[config.mk]
export PLATFORM = sky130hd
export DESIGN_NAME = rs_encode_line_serializer
export DESIGN_NICKNAME = d
export VERILOG_FILES = /design/src/rtl/rs_encode_pkg.sv /design/src/rtl/rs_encode_line_sym_mux.sv /design/src/rtl/rs_encode_line_serializer.sv
export SDC_FILE = /design/constraint.sdc
export NUM_CORES = 2
export LEC_CHECK = 0
export BUFFER_PORTS_ARGS = -buffer_cell sky130_fd_sc_hd__buf_4
export CAP_MARGIN = 15
export CORE_AREA = 2 2 343 345
export CTS_BUF_LIST = sky130_fd_sc_hd__clkbuf_8
export CTS_CLUSTER_SIZE = 24
export DETAILED_ROUTE_END_ITERATION = 12
export DIE_AREA = 0 0 345 347
export SLEW_MARGIN = 40
export SYNTH_ARGS = -nofsm -noshare
export SYNTH_HDL_FRONTEND = slang
export SYNTH_SLANG_ARGS = --single-unit
[constraint.sdc]
create_clock -name clk -period 8.5 [get_ports clk]
set_input_delay 2.125 -clock clk [delete_from_list [all_inputs] [get_ports clk]]
set_output_delay 2.125 -clock clk [all_outputs]
set_load 0.01 [all_outputs]
[src/rtl/rs_encode_pkg.sv]
// Shared RS encoder types: symbol width, serializer FSM state encoding and beat-count width helper.
package rs_encode_pkg;

  localparam int unsigned RS_WORD_W = 8;

  typedef enum logic [1:0] {
    IDLE      = 2'd0,
    WAIT_LINE = 2'd1,
    DRAIN     = 2'd2
  } rs_ser_state_e;

  // Width of a symbol count that must represent 0..out_syms inclusive.
  function automatic int unsigned RS_SYM_CNT_W(input int unsigned out_syms);
    return $clog2(out_syms + 1);
  endfunction

endpackage

[src/rtl/rs_encode_line_sym_mux.sv]
// Picks cnt symbols starting at byte_off from a line, lane 0 in the MS bits, unused lanes zeroed.
module rs_encode_line_sym_mux
  import rs_encode_pkg::*;
#(
  parameter int unsigned DATA_W   = 512,
  parameter int unsigned OUT_SYMS = 4,
  parameter int unsigned BOFF_W   = 6,
  parameter int unsigned CNT_W    = 3
) (
  input  logic [DATA_W-1:0]             line,
  input  logic [BOFF_W-1:0]             byte_off,
  input  logic [CNT_W-1:0]              cnt,
  output logic [OUT_SYMS*RS_WORD_W-1:0] lanes
);

  logic [DATA_W-1:0] shifted;

  always_comb begin
    shifted = line << (32'(byte_off) * RS_WORD_W);
    lanes   = '0;
    for (int i = 0; i < int'(OUT_SYMS); i++) begin
      if (32'(i) < 32'(cnt)) begin
        lanes[OUT_SYMS*RS_WORD_W-1-i*RS_WORD_W -: RS_WORD_W] =
          shifted[DATA_W-1-i*RS_WORD_W -: RS_WORD_W];
      end
    end
  end

endmodule

[src/rtl/rs_encode_line_serializer.sv]
// Splits run-time-length messages from wide lines into OUT_SYMS-symbol beats for the RS core.
// Define RS_LINE_SER_PREFETCH_EN to add a prefetch line register for bubble-free line changes.
module rs_encode_line_serializer
  import rs_encode_pkg::*;
#(
  parameter int unsigned DATA_W        = 512,
  parameter int unsigned OUT_SYMS      = 4,
  parameter int unsigned MAX_MSG_BYTES = 223,
  parameter int unsigned MSG_LEN_W     = $clog2(MAX_MSG_BYTES + 1)
) (
  input  logic                                clk,
  input  logic                                rst,
  input  logic                                cmd_val,
  output logic                                cmd_rdy,
  input  logic [MSG_LEN_W-1:0]                cmd_msg_bytes,
  input  logic                                src_line_val,
  output logic                                src_line_rdy,
  input  logic [DATA_W-1:0]                   src_line_data,
  output logic                                out_val,
  input  logic                                out_rdy,
  output logic [OUT_SYMS*RS_WORD_W-1:0]       out_data,
  output logic [RS_SYM_CNT_W(OUT_SYMS)-1:0]   out_sym_cnt,
  output logic                                out_last,
  output logic                                busy
);

  localparam int unsigned DATA_BYTES = DATA_W / RS_WORD_W;
  localparam int unsigned BOFF_W     = (DATA_BYTES > 1) ? $clog2(DATA_BYTES) : 1;
  localparam int unsigned CNT_W      = RS_SYM_CNT_W(OUT_SYMS);
  localparam int unsigned OUT_W      = OUT_SYMS * RS_WORD_W;

  localparam logic [1:0] ST_IDLE      = 2'(IDLE);
  localparam logic [1:0] ST_WAIT_LINE = 2'(WAIT_LINE);
  localparam logic [1:0] ST_DRAIN     = 2'(DRAIN);

  if (DATA_W % RS_WORD_W != 0) begin : g_bad_data_w
    $error("DATA_W must be a multiple of RS_WORD_W");
  end
  if (DATA_BYTES % OUT_SYMS != 0) begin : g_bad_out_syms
    $error("symbols per line must be a multiple of OUT_SYMS");
  end

  logic [1:0]           state, nxt_state;
  logic [DATA_W-1:0]    line_q, nxt_line;
  logic [BOFF_W-1:0]    byte_off, nxt_off;
  logic [MSG_LEN_W-1:0] bytes_left, nxt_left;
  logic [BOFF_W:0]      sent_off;
  logic [CNT_W-1:0]     nxt_cnt;
  logic [OUT_W-1:0]     nxt_data;
  logic                 nxt_last, nxt_src_rdy;
  logic                 cmd_fire, line_fire, out_fire;
`ifdef RS_LINE_SER_PREFETCH_EN
  logic [DATA_W-1:0]    pf_line, nxt_pf_line;
  logic                 pf_full, nxt_pf_full;
`endif

  assign cmd_fire  = cmd_val & cmd_rdy;
  assign line_fire = src_line_val & src_line_rdy;
  assign out_fire  = out_val & out_rdy;

  // Symbols available for the next beat: bounded by lane count, message and line remainder.
  function automatic logic [CNT_W-1:0] beat_cnt(input logic [MSG_LEN_W-1:0] left,
                                                input logic [BOFF_W-1:0]    off);
    int unsigned n;
    n = OUT_SYMS;
    if (32'(left) < n) n = 32'(left);
    if (DATA_BYTES - 32'(off) < n) n = DATA_BYTES - 32'(off);
    return CNT_W'(n);
  endfunction

  always_comb begin
    nxt_state = state;
    nxt_line  = line_q;
    nxt_off   = byte_off;
    nxt_left  = bytes_left;
`ifdef RS_LINE_SER_PREFETCH_EN
    nxt_pf_line = pf_line;
    nxt_pf_full = pf_full;
`endif
    sent_off = {1'b0, byte_off} + (BOFF_W+1)'(out_sym_cnt);

    case (state)
      ST_IDLE: begin
        if (cmd_fire && (cmd_msg_bytes != '0)) begin
          nxt_left  = (32'(cmd_msg_bytes) > MAX_MSG_BYTES) ? MSG_LEN_W'(MAX_MSG_BYTES)
                                                           : cmd_msg_bytes;
          nxt_state = ST_WAIT_LINE;
        end
      end
      ST_WAIT_LINE: begin
        if (line_fire) begin
          nxt_line  = src_line_data;
          nxt_off   = '0;
          nxt_state = ST_DRAIN;
        end
      end
      ST_DRAIN: begin
`ifdef RS_LINE_SER_PREFETCH_EN
        if (line_fire) begin
          nxt_pf_line = src_line_data;
          nxt_pf_full = 1'b1;
        end
`endif
        if (out_fire) begin
          nxt_left = bytes_left - MSG_LEN_W'(out_sym_cnt);
          if (out_last) begin
            nxt_state = ST_IDLE;
          end else if (sent_off >= (BOFF_W+1)'(DATA_BYTES)) begin
            nxt_off = '0;
`ifdef RS_LINE_SER_PREFETCH_EN
            // A line arriving on the very cycle the current one ends goes straight to line_q.
            if (pf_full) begin
              nxt_line    = pf_line;
              nxt_pf_full = 1'b0;
            end else if (line_fire) begin
              nxt_line    = src_line_data;
              nxt_pf_full = 1'b0;
            end else begin
              nxt_state = ST_WAIT_LINE;
            end
`else
            nxt_state = ST_WAIT_LINE;
`endif
          end else begin
            nxt_off = BOFF_W'(sent_off);
          end
        end
      end
      default: nxt_state = ST_IDLE;
    endcase

    // Output registers are loaded from the next-state view so beats appear with no extra delay.
    nxt_cnt     = (nxt_state == ST_DRAIN) ? beat_cnt(nxt_left, nxt_off) : '0;
    nxt_last    = (nxt_state == ST_DRAIN) && (32'(nxt_cnt) == 32'(nxt_left));
    nxt_src_rdy = (nxt_state == ST_WAIT_LINE);
`ifdef RS_LINE_SER_PREFETCH_EN
    if ((nxt_state == ST_DRAIN) && !nxt_pf_full &&
        (32'(nxt_left) > DATA_BYTES - 32'(nxt_off))) begin
      nxt_src_rdy = 1'b1;
    end
`endif
  end

  rs_encode_line_sym_mux #(
    .DATA_W   (DATA_W),
    .OUT_SYMS (OUT_SYMS),
    .BOFF_W   (BOFF_W),
    .CNT_W    (CNT_W)
  ) u_sym_mux (
    .line     (nxt_line),
    .byte_off (nxt_off),
    .cnt      (nxt_cnt),
    .lanes    (nxt_data)
  );

  always_ff @(posedge clk) begin
    if (rst) begin
      state        <= ST_IDLE;
      line_q       <= '0;
      byte_off     <= '0;
      bytes_left   <= '0;
      cmd_rdy      <= 1'b1;
      src_line_rdy <= 1'b0;
      out_val      <= 1'b0;
      out_data     <= '0;
      out_sym_cnt  <= '0;
      out_last     <= 1'b0;
      busy         <= 1'b0;
`ifdef RS_LINE_SER_PREFETCH_EN
      pf_line      <= '0;
      pf_full      <= 1'b0;
`endif
    end else begin
      state        <= nxt_state;
      line_q       <= nxt_line;
      byte_off     <= nxt_off;
      bytes_left   <= nxt_left;
      cmd_rdy      <= (nxt_state == ST_IDLE);
      src_line_rdy <= nxt_src_rdy;
      out_val      <= (nxt_state == ST_DRAIN);
      out_data     <= nxt_data;
      out_sym_cnt  <= nxt_cnt;
      out_last     <= nxt_last;
      busy         <= (nxt_state != ST_IDLE);
`ifdef RS_LINE_SER_PREFETCH_EN
      pf_line      <= nxt_pf_line;
      pf_full      <= nxt_pf_full;
`endif
    end
  end

endmodule

==> impl_results.md <==
- Top post-synthesis cells by area: dfxtp_1 33%, mux2i_1 32%, nor2_1 6.4%, nand2_1 5.6%, nand3_1 2.6%
- Post-DP HPWL: ~130000 microns
- Post-route ant nets: 0
- Post-route minimum period: between 6 and 7 ns
- TritonCTS clock tree: done
- H-tree depth: 3
- Post-CTS sizing: 0
- Transition time of the tightest slew-check pin: ~1.0 ns
- Synthesis-stage register bit count: ~570
- Post-route DRC violation count: 0
- Drt pass-1 iters: 7
- Status: finished, final reports clean
- Final instance area: around 42000 sq um
- CP required: just over 9 ns
- Layout Skew: 0.0726 ns
- Power Total: 6270 uW
- Fill cells: about 12000
- Yosys warning count: 0
- CTS root buffer: clkbuf_8
- Reg clk slew, reported paths: ~0.06 ns
- Largest net degree at the start of global routing: 152
- Core footprint: 116000 sq um
- Static Leak: approximately 0.016 uW
- P_int: 4540 uW
- FMAX: 160 MHz
- CP Capture Type: flip-flop
- PD cells: between 100 and 150 nW/um^2
- CTS Buf Count: a little over 100
- Asr flop ratio synth: 0
- Ratio of cells with drive above 1 in the final layout: 0.200
- Worst slew margin: 0.319
- Max-cap violations: 0
- GP Congestion: 0.990
- Die area: ~120000 sq um
- Reg2reg path depth: 18
- Seq pwr share: 0.435
- Fin crit share: 0.736
- Die width: 345 microns
- Gate Count Post-Synth: approximately 4000
- Die Ht: between 300 and 400 microns
- Max VDD drop: about 0.12 mV
- Final Slew Violations: 0
- Gr ovfl total: 0
- Reg2reg end: out_data[15]
- CP max FO: 16
- Area leader, netlist: dfxtp_1
- # setup viols final: 0
- Critical Path Sink: out_data[15]
- Met1 WL: around 70000 microns
- Nets: slightly below 5000
- Syn avg cell area: roughly 8.7 sq um
- Rows: roughly 130
- Number of clock sinks: between 500 and 600
- Vias in the first global route: 31806
- Library cells used by synthesis: 96
- Net switching power: ~1700 uW
- DP Area: ~40000 sq um
- DR WL met3: around 15000 microns
- Worst setup SP type: primary input
- Post-synth EDFFs: 0
- Top_reg_cell synth: dfxtp_1
- Initial cell density of the core: 0.300
- Initial detailed-routing violation count: between 3000 and 4000
- Sw Ratio: 0.276
- Via count: 33499
- Crit Path Category: primary input to flip-flop
- Post-synthesis sequential area ratio: 0.328
- Met2 wire len: 72700 microns
- Comb power frac: 0.118
- Routed WL: roughly 170000 microns
- Reg2reg setup slack: roughly 2.4 ns
- RSZ-0062 raised after global routing: false
- Mapped Area: roughly 35000 sq um
- Top sig layer: met5
- Post-CTS Setup Bufs: 0
- Clk pwr share: 0.448
- First-pass GRT wire length: about 230000 microns
- Cts hold-fix bufs: 0
- Tot GR Track Use: 0.268
- Fin. Hold Viols: 0
- Setup_tns: 0 ns
- Hold crit path type: flip-flop to flip-flop
- Yosys top cell area share: 0.328
- Port buffer count: roughly 560
- Initial antenna violation count: 21
- Skew-Pair Late Insertion Delay: between 0.8 and 0.9 ns
- Wire per inst: between 20 and 30 microns
- Vias/cell: about 5.6
- Worst setup path start: cmd_msg_bytes[0]
- CTS max path bufs: 3
- Worst reg2reg path startpoint: state[0]
- Synthesis-to-finish area growth: 22.0%
- Worst EP arrival: 6.89 ns
- Io pins: 565
-- final cells by class --
type | count | area, sq um | area share
repair buffers | 626 | 4930 | 0.117
well taps | 1524 | 1910 | 0.0451
clock buffers | 130 | 1790 | 0.0423
inverters | 15 | 56.3 | 0.00133
flip-flops and latches | 568 | 11400 | 0.269
clock inverters | 59 | 440 | 0.0104
diodes | 8 | 20.0 | 0.000474
multi-input cells | 3087 | 21800 | 0.515
-- synthesized netlist by cell type, types with 7 or more instances --
library cell     n
a211oi_1        66
a21oi_1         83
a221o_1         13
a221oi_1        12
a311o_1         12
a311oi_1        48
a31oi_1         44
a32o_1           7
and2_1          16
and3_1          51
buf_1           37
buf_2          111
buf_4           33
buf_6           17
clkbuf_1       137
dfxtp_1        568
ha_1            16
inv_1           14
mux2_2          50
mux2i_1       1096
mux4_2          11
nand2_1        516
nand2b_1         8
nand3_1        181
nor2_1         587
nor3_1          30
o2111ai_1        9
o211ai_1        13
o21a_1           8
o21ai_0         34
o22a_1           7
o22ai_1         25
o311ai_1         8
o31a_1           7
o31ai_1         11
-- cell families (layout without fill, tap and decap cells) --
family | after synthesis | in the layout | synth area share
AND/OR/NAND/NOR | 1431 | 1431 | 0.173
adder cells (fa/ha/maj) | 18 | 18 | 0.00693
buffers and inverters | 351 | 830 | 0.0496
flip-flops | 568 | 568 | 0.328
multiplexers | 1158 | 1158 | 0.340
XOR/XNOR | 7 | 7 | 0.00199
other | 1 | 12 | 0.000108
AO/OA/AOI/OAI | 469 | 469 | 0.100
-- stage by stage --
stage,utilization,cells,setup WS (ns),hold WS (ns)
finish,0.365,6017,2.24,0.492
global route,0.365,6015,2.00,0.507
CTS,0.364,6007,2.19,0.493
detailed placement,0.345,5818,1.29,0.478
global placement,0.344,5816,1.39,0.468
floorplan,-,4006,2.19,0.455
-- how the worst min path moves through the flow --
stage	start	end	slack, ns	cells after the start
final	line_q[131]	line_q[131]	0.49	2
after global routing	line_q[4]	line_q[4]	0.51	2
after detailed placement	line_q[35]	line_q[35]	0.48	2
after global placement	line_q[35]	line_q[35]	0.47	2
after CTS	line_q[35]	line_q[35]	0.49	2
after floorplan	line_q[100]	line_q[100]	0.45	2
-- state kept, by name, indices dropped and copies added, names as in the netlist --
signal	cells
busy	1
byte_off	6
bytes_left	8
cmd_rdy	1
line_q	512
out_data	32
out_last	1
out_sym_cnt	3
out_val	1
src_line_rdy	1
state	2
-- power groups by stage --
stage / sequential [uW] / clock, uW / combinational [uW]
detailed placement: 2780 / 0 / 724
finish: 2720 / 2810 / 738
CTS: 2720 / 2850 / 726
global placement: 2780 / 0 / 721
floorplan: 2780 / 0 / 330
global route: 2730 / 2970 / 776
-- worst max-delay path, cell delays in order --
cell and delay [ns]:
buf_4 0.12, or4_1 0.60, o21ai_4 0.32, nor2_1 0.12, a221oi_1 0.50, nand3_1 0.22, nor3_1 0.34, inv_1 0.10
ha_1 0.19, a21oi_1 0.13, nor2b_1 0.06, o21ai_0 0.16, a21oi_1 0.12, a31oi_1 0.32, a31oi_4 0.13, mux2i_1 0.39
or2_1 0.75, a211oi_1 0.19
-- layer usage --
metal	vias up	track usage
met5	-	0
met4	24	0.145
met3	378	0.0666
met2	1728	0.406
met1	16254	0.348
li1	15115	-
-- cell usage in the layout, fill, tap and decap left out, types with 9 or more instances in the layout --
cell       Yosys  layout
a21oi_1       83      81
o31ai_1       11      11
a221oi_1      12      12
nor3_1        30      30
a211oi_1      66      66
and3_1        51      50
o211ai_1      13      13
mux4_2        11      11
buf_12         0      15
nor2_1       587     585
nand3_1      181     181
mux2i_2        0      16
clkinv_2       0      12
buf_4         33     604
a311o_1       12      12
inv_1         14      45
clkbuf_8       0     130
o21ai_0       34      34
and2_1        16      15
a311oi_1      48      47
mux2_2        50      50
ha_1          16      16
a31oi_1       44      44
o22ai_1       25      25
a221o_1       13      13
o2111ai_1      9       9
dfxtp_1      568     568
mux2i_1     1096    1080
nand2_1      516     515
(Power assumes the default switching activity.)
